**config.mk**
```make
export PLATFORM = sky130hd
export DESIGN_NAME = pc_btb_fetch
export DESIGN_NICKNAME = d
export VERILOG_FILES = /design/src/rtl/pc_btb_fetch_pkg.sv /design/src/rtl/pc_btb_fetch_btb_dm.sv /design/src/rtl/pc_btb_fetch.sv
export SDC_FILE = /design/constraint.sdc
export NUM_CORES = 2
export LEC_CHECK = 0
export ABC_AREA = 1
export CAP_MARGIN = 20
export CORE_MARGIN = 2
export CORE_UTILIZATION = 56
export CTS_CLUSTER_DIAMETER = 200
export DETAILED_ROUTE_END_ITERATION = 8
export GPL_TIMING_DRIVEN = 0
export HOLD_SLACK_MARGIN = 0.05
export PLACE_DENSITY_LB_ADDON = 0.2
export REMOVE_ABC_BUFFERS = 1
export SLEW_MARGIN = 20
export SYNTH_ARGS = -nofsm -noshare
export SYNTH_HDL_FRONTEND = slang
export SYNTH_SLANG_ARGS = --single-unit
```
**constraint.sdc**
```tcl
create_clock -name clk -period 35.6 [get_ports clk]
set_input_delay 7.12 -clock clk [delete_from_list [all_inputs] [get_ports clk]]
set_output_delay 7.12 -clock clk [all_outputs]
set_load 0.03 [all_outputs]
```
**src/rtl/pc_btb_fetch_pkg.sv**
```systemverilog
// Shared types and helpers for the fetch PC unit and its branch target buffer.
// Two-bit direction counters saturate at SNT and ST.
package pc_pkg;

  typedef enum logic [1:0] {
    SNT = 2'b00,
    WNT = 2'b01,
    WT  = 2'b10,
    ST  = 2'b11
  } ctr_e;

  function automatic int clog2(input int value);
    int r;
    r = 0;
    while ((1 << r) < value) begin
      r = r + 1;
    end
    return r;
  endfunction

  function automatic ctr_e sat_inc(input ctr_e c);
    return (c == ST) ? ST : ctr_e'(c + 2'd1);
  endfunction

  function automatic ctr_e sat_dec(input ctr_e c);
    return (c == SNT) ? SNT : ctr_e'(c - 2'd1);
  endfunction

endpackage

```
**src/rtl/pc_btb_fetch_btb_dm.sv**
```systemverilog
// Direct-mapped BTB: combinational lookup on rd_pc, one synchronous training write.
// Zero-cycle read latency; a write is visible to lookups from the next cycle on.
module btb_dm
  import pc_pkg::*;
#(
  parameter int XLEN      = 32,
  parameter int OFS       = 2,
  parameter int BTB_DEPTH = 16
) (
  input  logic            clk,
  input  logic            rst,
  input  logic [XLEN-1:0] rd_pc,
  output logic            rd_taken,
  output logic [XLEN-1:0] rd_target,
  input  logic            wr_vld,
  input  logic [XLEN-1:0] wr_pc,
  input  logic            wr_taken,
  input  logic [XLEN-1:0] wr_target
);

  localparam int IDX   = clog2(BTB_DEPTH);
  localparam int TAG_W = XLEN - OFS - IDX;

  logic [BTB_DEPTH-1:0] r_valid;
  logic [TAG_W-1:0]     r_tag    [BTB_DEPTH];
  logic [XLEN-1:0]      r_target [BTB_DEPTH];
  ctr_e                 r_ctr    [BTB_DEPTH];

  logic [IDX-1:0]   w_rd_idx;
  logic [IDX-1:0]   w_wr_idx;
  logic [TAG_W-1:0] w_rd_tag;
  logic [TAG_W-1:0] w_wr_tag;
  logic             w_rd_hit;
  logic             w_wr_hit;
  logic             w_unused_ofs;

  assign w_rd_idx = rd_pc[OFS+IDX-1:OFS];
  assign w_rd_tag = rd_pc[XLEN-1:OFS+IDX];
  assign w_wr_idx = wr_pc[OFS+IDX-1:OFS];
  assign w_wr_tag = wr_pc[XLEN-1:OFS+IDX];

  // Byte-offset bits never take part in indexing or tagging.
  assign w_unused_ofs = ^{rd_pc[OFS-1:0], wr_pc[OFS-1:0]};

  assign w_rd_hit  = r_valid[w_rd_idx] && (r_tag[w_rd_idx] == w_rd_tag);
  assign w_wr_hit  = r_valid[w_wr_idx] && (r_tag[w_wr_idx] == w_wr_tag);
  assign rd_taken  = w_rd_hit && r_ctr[w_rd_idx][1];
  assign rd_target = rd_taken ? r_target[w_rd_idx] : '0;

  always_ff @(posedge clk or posedge rst) begin
    if (rst) begin
      r_valid <= '0;
      for (int i = 0; i < BTB_DEPTH; i++) begin
        r_tag[i]    <= '0;
        r_target[i] <= '0;
        r_ctr[i]    <= SNT;
      end
    end else if (wr_vld) begin
      if (w_wr_hit) begin
        r_ctr[w_wr_idx] <= wr_taken ? sat_inc(r_ctr[w_wr_idx]) : sat_dec(r_ctr[w_wr_idx]);
        if (wr_taken) begin
          r_target[w_wr_idx] <= wr_target;
        end
      end else if (wr_taken) begin
        // A taken miss evicts whatever aliased here and starts weakly taken.
        r_valid[w_wr_idx]  <= 1'b1;
        r_tag[w_wr_idx]    <= w_wr_tag;
        r_target[w_wr_idx] <= wr_target;
        r_ctr[w_wr_idx]    <= WT;
      end
    end
  end

endmodule

```
**src/rtl/pc_btb_fetch.sv**
```systemverilog
// Fetch PC register with next-PC priority redirect > stall > BTB > sequential, plus debug counters.
// PC updates every cycle; stall holds it, redirect always wins and is never back-pressured.
module pc_btb_fetch
  import pc_pkg::*;
#(
  parameter int              XLEN       = 32,
  parameter logic [XLEN-1:0] RESET_VEC  = '0,
  parameter int              INST_BYTES = 4,
  parameter int              BTB_DEPTH  = 16,
  parameter int              CNT_W      = 32
) (
  input  logic             clk,
  input  logic             rst,
  input  logic             stall,
  input  logic             redirect_valid,
  input  logic [XLEN-1:0]  redirect_pc,
  input  logic             update_valid,
  input  logic [XLEN-1:0]  update_pc,
  input  logic             update_taken,
  input  logic [XLEN-1:0]  update_target,
  output logic [XLEN-1:0]  pc,
  output logic             pred_taken,
  output logic [XLEN-1:0]  pred_target,
  output logic [CNT_W-1:0] fetch_count,
  output logic [CNT_W-1:0] redirect_count
);

  localparam int OFS = clog2(INST_BYTES);

  logic [XLEN-1:0]  r_pc;
  logic [CNT_W-1:0] r_fetch_cnt;
  logic [CNT_W-1:0] r_redir_cnt;
  logic [XLEN-1:0]  w_pc_next;
  logic             w_pred_taken;
  logic [XLEN-1:0]  w_pred_target;

  btb_dm #(
    .XLEN      (XLEN),
    .OFS       (OFS),
    .BTB_DEPTH (BTB_DEPTH)
  ) u_btb (
    .clk       (clk),
    .rst       (rst),
    .rd_pc     (r_pc),
    .rd_taken  (w_pred_taken),
    .rd_target (w_pred_target),
    .wr_vld    (update_valid),
    .wr_pc     (update_pc),
    .wr_taken  (update_taken),
    .wr_target (update_target)
  );

  always_comb begin
    w_pc_next = r_pc + XLEN'(INST_BYTES);
    if (redirect_valid) begin
      w_pc_next = redirect_pc;
    end else if (stall) begin
      w_pc_next = r_pc;
    end else if (w_pred_taken) begin
      w_pc_next = w_pred_target;
    end
  end

  always_ff @(posedge clk or posedge rst) begin
    if (rst) begin
      r_pc        <= RESET_VEC;
      r_fetch_cnt <= '0;
      r_redir_cnt <= '0;
    end else begin
      r_pc <= w_pc_next;
      if (redirect_valid) begin
        r_redir_cnt <= r_redir_cnt + CNT_W'(1);
      end else if (!stall) begin
        r_fetch_cnt <= r_fetch_cnt + CNT_W'(1);
      end
    end
  end

  assign pc             = r_pc;
  assign pred_taken     = w_pred_taken;
  assign pred_target    = w_pred_target;
  assign fetch_count    = r_fetch_cnt;
  assign redirect_count = r_redir_cnt;

endmodule

```
======== After elaboration in Yosys (flattened, before gate mapping) ========
Cells that the tools add are included.
storage, ports and cells
  memory bits (writable) .................. 0
  latch bits .............................. 0
  output and inout port bits .............. 129
  input port bits ......................... 102
  memories ................................ 0
  ROM bits ................................ 0
  flip-flop bits (word level) ............. 1072
  word-level logic and storage cells ...... 126
cells by class
  multiplexer cells ....................... 39
  shift operators ......................... 0
  divide/modulo/power cells ............... 0
  $add $sub $neg .......................... 5
  equal/unequal tests ..................... 4
  reductions and logical operators ........ 11
  multiply operators ...................... 0
  order comparisons ....................... 6
  bitwise operators ....................... 9
operators with widths
  kind                                                                   count
  512-bit bitwise mux                                                    1
  416-bit bitwise mux                                                    1
  32-bit 2-to-1 mux                                                      9
  26-bit binary-select mux with 4-bit select                             2
  26-bit 2-to-1 mux                                                      5
  32-bit binary-select mux with 4-bit select                             1
  32-bit demux with 4-bit select                                         1
  26-bit demux with 4-bit select                                         1
  32-bit by 1-bit adder with 32-bit output (second input constant)       2
  26-bit == test                                                         2
  32-bit by 3-bit adder with 32-bit output (second input constant)       1
  32-bit bitwise mux                                                     1
  16-bit bitwise OR                                                      2
  16-bit bitwise AND                                                     1
  2-bit binary-select mux with 4-bit select                              2
  2-bit 2-to-1 mux                                                       8
  16-bit inverter                                                        1
  5-bit greater-or-equal comparator (second input constant)              2
  4-bit by 5-bit < comparator with 1-bit output (second input constant)  2
  4-bit inverter with 5-bit output                                       2
  1-bit binary-select mux with 4-bit select                              2
  2-bit demux with 4-bit select                                          1
  2-bit AND reduction                                                    3
  1-bit logical AND                                                      5
  12 further kinds                                                       16

======== Longest topological paths before layout ========
  word-level depth ........................ 11
  depth in mapped cells ................... 25
  gate-level depth less buffers ........... 21

======== Cells and area by module ========
A second synthesis with hierarchy kept.
unflattened totals
  cell total of the unflattened synthesis .. 7513
  area total of the unflattened synthesis .. 55438.2 um^2
by module, submodules not included
  module        instances  cells an instance  seq. area each (um^2)  area an instance (um^2)
  btb_dm        1          6584               24423.4                49332.3
  pc_btb_fetch  1          929                2402.3                 6105.9

======== Least setup slack after synthesis ========
OpenSTA, ideal clock, no wires.
  path type ............................... register to output
  from .................................... register r_pc[2], in the netlist pc[2]
  to ...................................... output pred_target[16]
  cell stages (with the launch flop) ...... 15
  path slack .............................. 25.401 ns
  required time ........................... 28.480 ns
  buffers on the path ..................... 7
  data arrival time ....................... 3.079 ns
  path through ............................ dfrtp_1 > inv_1 > buf_2 > buf_4 > buf_2 > buf_2 > clkbuf_1 > buf_2 > clkbuf_1 > nor2_1 > o21ai_0 > nand2_1 > nand3_1 > inv_1 > nor3_1
between the ends
  longest elaborated chain between the ends .. 8
  elaborated cells on any way between the ends .. 16
  classes of those cells .................. 1 x eq/ne; 12 x mux; 1 x bitwise; 2 x reduce/logical
ends and longest elaborated chain
  what                                                    RTL line                                                                         text
  from (decl)                                             pc_btb_fetch.sv:30                                                               logic [XLEN-1:0] r_pc;
  from (signal assigned)                                  pc_btb_fetch.sv:70                                                               r_pc <= w_pc_next;
  4-bit inverter with 5-bit output (not written as such)  pc_btb_fetch_btb_dm.sv:45, pc_btb_fetch_btb_dm.sv:47, pc_btb_fetch_btb_dm.sv:48
  26-bit binary-select mux with 4-bit select              pc_btb_fetch_btb_dm.sv:45                                                        assign w_rd_hit = r_valid[w_rd_idx] && (r_tag[w_rd_idx] == w_rd_tag);
  26-bit 2-to-1 mux (not written as such) (2 in a row)    pc_btb_fetch_btb_dm.sv:45
  26-bit == test                                          pc_btb_fetch_btb_dm.sv:45
  1-bit logical AND                                       pc_btb_fetch_btb_dm.sv:45
  1-bit logical AND                                       pc_btb_fetch_btb_dm.sv:47                                                        assign rd_taken = w_rd_hit && r_ctr[w_rd_idx][1];
  32-bit 2-to-1 mux (*)                                   pc_btb_fetch_btb_dm.sv:48                                                        assign rd_target = rd_taken ? r_target[w_rd_idx] : '0;
  to (decl)                                               pc_btb_fetch.sv:23                                                               output logic [XLEN-1:0] pred_target,
Mark *: on every way between the ends. The rest lies on a longest branch, timed or not. The select of a mux whose other input is x is not followed.

======== Final worst setup path ========
  from .................................... register r_pc[5], in the netlist pc[5]
  to ...................................... output pred_target[15]
The elaborated chain is that of the path after synthesis.

==> impl_metrics.tcl <==
set metrics [dict create \
    outcome "finished, final reports clean" \
    placement.io_buffers 228 \
    critPathMostFrequentCell "buf_16" \
    synthDistinctLibCells 41 \
    grt_max_degree 133 \
    fp.dieH_um 319 \
    synth_area_per_cell_sq_um 7.30 \
    dp_hpwl_um 117000 \
    path_clk_slew_ps 60 \
    fmaxAchievable_mhz 72.5 \
    gr-total-overflow 0 \
    start_util 0.565 \
    cts_tree "built" \
    layout_setup_ws_ps 21810 \
    antenna_found_initial 5 \
    design_area_sq_mm 0.0637 \
    numCtsBuffers 115 \
    placedCellCount 8686 \
    final-max-slew-violation-count 0 \
    crit_path_cell_trace "clkinv_4, buf_16, nor2_4, buf_16, buf_16, nand2_1, nand2_1, inv_1, nand3_1, nand4_1, nor3_1, nand4_1, nor3_1, clkdlybuf4s50_1" \
    track_usage 0.371 \
    drc 0 \
    r2r_start "pc[5]$_DFFE_PP0P_" \
    synth_area_sq_mm 0.0556 \
    ys_top_cells_by_area "dfrtp_1 (48%), nand2_1 (17%), o21ai_0 (14%), nor2_1 (4.3%), inv_1 (3.0%)" \
    place_area_sq_mm 0.0595 \
    vdd_drop_max_mv 0.0518 \
    p_leak_nw 30.5 \
    die_w_um 319 \
    root_buffer "clkbuf_16" \
    num-nets-final 7621 \
    final_util 0.647 \
    wl_um 191000 \
    wl_per_cell_um 21.4 \
    area_growth_syn_to_layout_pct 14.5 \
    drive_gt1_frac 0.0477 \
    io_pins 231 \
    endpoint_kind "output pin" \
    hold_path_class "reg2reg" \
    finalCritPeriodShare 0.387 \
    final-setup-viol-count 0 \
    start_kind "register" \
    num_rows 115 \
    finalHoldViolations 0 \
    slew_headroom 0.193 \
    post_cts_resize_count 0 \
    drtAntennaViolNets 0 \
    ys_ff_latch 1072 \
    yosysTopAreaCell "dfrtp_1" \
    min_period_ps 13790 \
    p_per_area_mw_per_mm2 57.6 \
    power.total_mw 3.67 \
    stdcell_count 8905 \
    min-delay-start "u_btb.r_valid[6]$_DFFE_PP0P_" \
    critical_path_arrival_ps 6670 \
    h-tree-depth 3 \
    tightest_slew_ps 1210 \
    pre_cts_ws_ps 22910 \
    drt_iter0_drc 6759 \
    firstDrtPassIters 8 \
    rsz0062_at_grt "no" \
    worst-path-buf-inv 6 \
    cpPeakStageDelay_ps 900 \
    die_area_sq_mm 0.102 \
    vias 53300 \
    cts_max_path_buffers 3 \
    clock_latency_ps 740 \
    routabilityCongestion 0.923 \
    grt_pass1_vias 49700 \
    grt_pass1_wl_um 294000 \
    critical_path_required_ps 28480 \
    slowest_stage "dfrtp_1" \
    synth_top_area_share 0.483 \
    yosys_warnings 0 \
    post_cts.repair.setup_buffers 0 \
    core_sq_mm 0.0984 \
    fin_skew_ps 40.8 \
    synthCells 7620 \
    worstSetupPathType "reg2out" \
    crit_fanout 34 \
    ys_seq_area_frac 0.483 \
    cp_top_family "simple AND/OR/NAND/NOR gates" \
    drv_cap 0 \
    cp-startpoint "pc[5]$_DFFE_PP0P_" \
    viasPerCell 5.99 \
    cts.sinks 1072 \
    hold_buffers 0 \
]
-- where the power goes --
group / internal [mW] / switching, mW / total, mW
clock network: 0.763 / 0.527 / 1.29
registers: 1.44 / 0.146 / 1.58
logic: 0.276 / 0.522 / 0.798
total: 2.47 / 1.20 / 3.67
-- flip-flops by register name, indices dropped and copies added, names as in the netlist --
name	flops
u_btb.r_target	512
u_btb.r_tag	416
fetch_count	32
pc	32
redirect_count	32
u_btb.r_ctr	32
u_btb.r_valid	16
-- routing by layer --
metal / share of wire / track usage
met2: 0.44 / 0.564
met4: 0.054 / 0.178
met5: 0.00023 / 0
met1: 0.39 / 0.499
met3: 0.12 / 0.0935
-- final cells by class --
type / instances / area [sq um]
fillers: 8518 / 34700
flip-flops and latches: 1072 / 26800
multi-input cells: 5560 / 25000
repair buffers: 317 / 4330
clock buffers: 172 / 3560
inverters: 450 / 1740
well taps: 1287 / 1610
clock inverters: 46 / 583
diodes: 1 / 2.50
-- final timing paths --
path                                                       end  slack [ps]  depth (start not counted)
worst min register to register    u_btb.r_valid[6]$_DFFE_PP0P_         470                          2
max in group asynchronous         u_btb.r_tag[145]$_DFFE_PP0P_       26480                          6
worst max-delay path                           pred_target[15]       21810                         14
worst max register to register               pc[8]$_DFFE_PP0P_       29970                         21
worst min-delay path              u_btb.r_valid[6]$_DFFE_PP0P_         470                          2
min in group asynchronous       u_btb.r_target[70]$_DFFE_PP0P_        6830                          2
-- Yosys cell counts --
cell and number:
nand2_1 2528, o21ai_0 1556, dfrtp_1 1072, nor2_1 630, inv_1 443, clkbuf_1 306
nand3_1 211, a21oi_1 178, buf_2 164, o21ai_1 79, o211ai_1 67, nor3_1 62
xor2_1 59, buf_1 34, nand4_1 32, a31oi_1 26, xnor2_1 26, a221oi_1 24
a22oi_1 18, buf_4 16, clkbuf_2 14, nand3_2 9, o22ai_1 8, nand2_2 7
nor4_1 7, nor2_2 6, inv_2 5, buf_6 4, o221ai_1 4, ha_1 3
nand3b_1 3, o311ai_0 3, or2_2 3, a22o_1 2, and3_1 2, clkinv_1 2
nor3b_1 2, o21a_1 2, and2_1 1, nor2_4 1, nor3_2 1
-- kinds of logic after synthesis --
| logic type | synth area share |
|---|---|
| buf+inv | 0.0723 |
| xor+xnor | 0.0134 |
| fa+ha+maj | 0.000675 |
| simple gates | 0.247 |
| flops | 0.483 |
| compound gates | 0.184 |
-- metrics by stage --
| step | hold WS (ps) | setup TNS (ps) |
|---|---|---|
| 6_report | 468 | 0 |
| 5_1_grt | 488 | 0 |
| 4_1_cts | 470 | 0 |
| 3_5_place_dp | 456 | 0 |
| 3_3_place_gp | 451 | - |
| 2_1_floorplan | 434 | -1819630 |
-- layout by cell type (no fill, tap or decap), types with 10 or more instances in the layout --
master           Yosys  final
buf_12               0     22
nand2_4              0     16
nand2_1           2528   2514
nand3_4              0     12
a22oi_1             18     18
o21ai_0           1556   1556
clkbuf_8             0     40
clkdlybuf4s50_1      0    225
a31oi_1             26     26
nor2_1             630    625
bufinv_16            0     10
a21oi_1            178    178
a221oi_1            24     24
clkbuf_1           306     14
nand3_1            211    208
xnor2_1             26     26
xor2_1              59     59
clkbuf_16            0    118
dfrtp_1           1072   1069
nand4_1             32     32
nor3_1              62     61
inv_1              443    436
o211ai_1            67     67
o21ai_1             79     79
clkinv_2             0     28
buf_16               0     54
-- worst min-delay path, cell delays in order, from the launching register on --
cell and delay, ps:
dfrtp_1 320, inv_1 60, nand2_1 60
No activity file was read; power rests on OpenSTA's default activity.
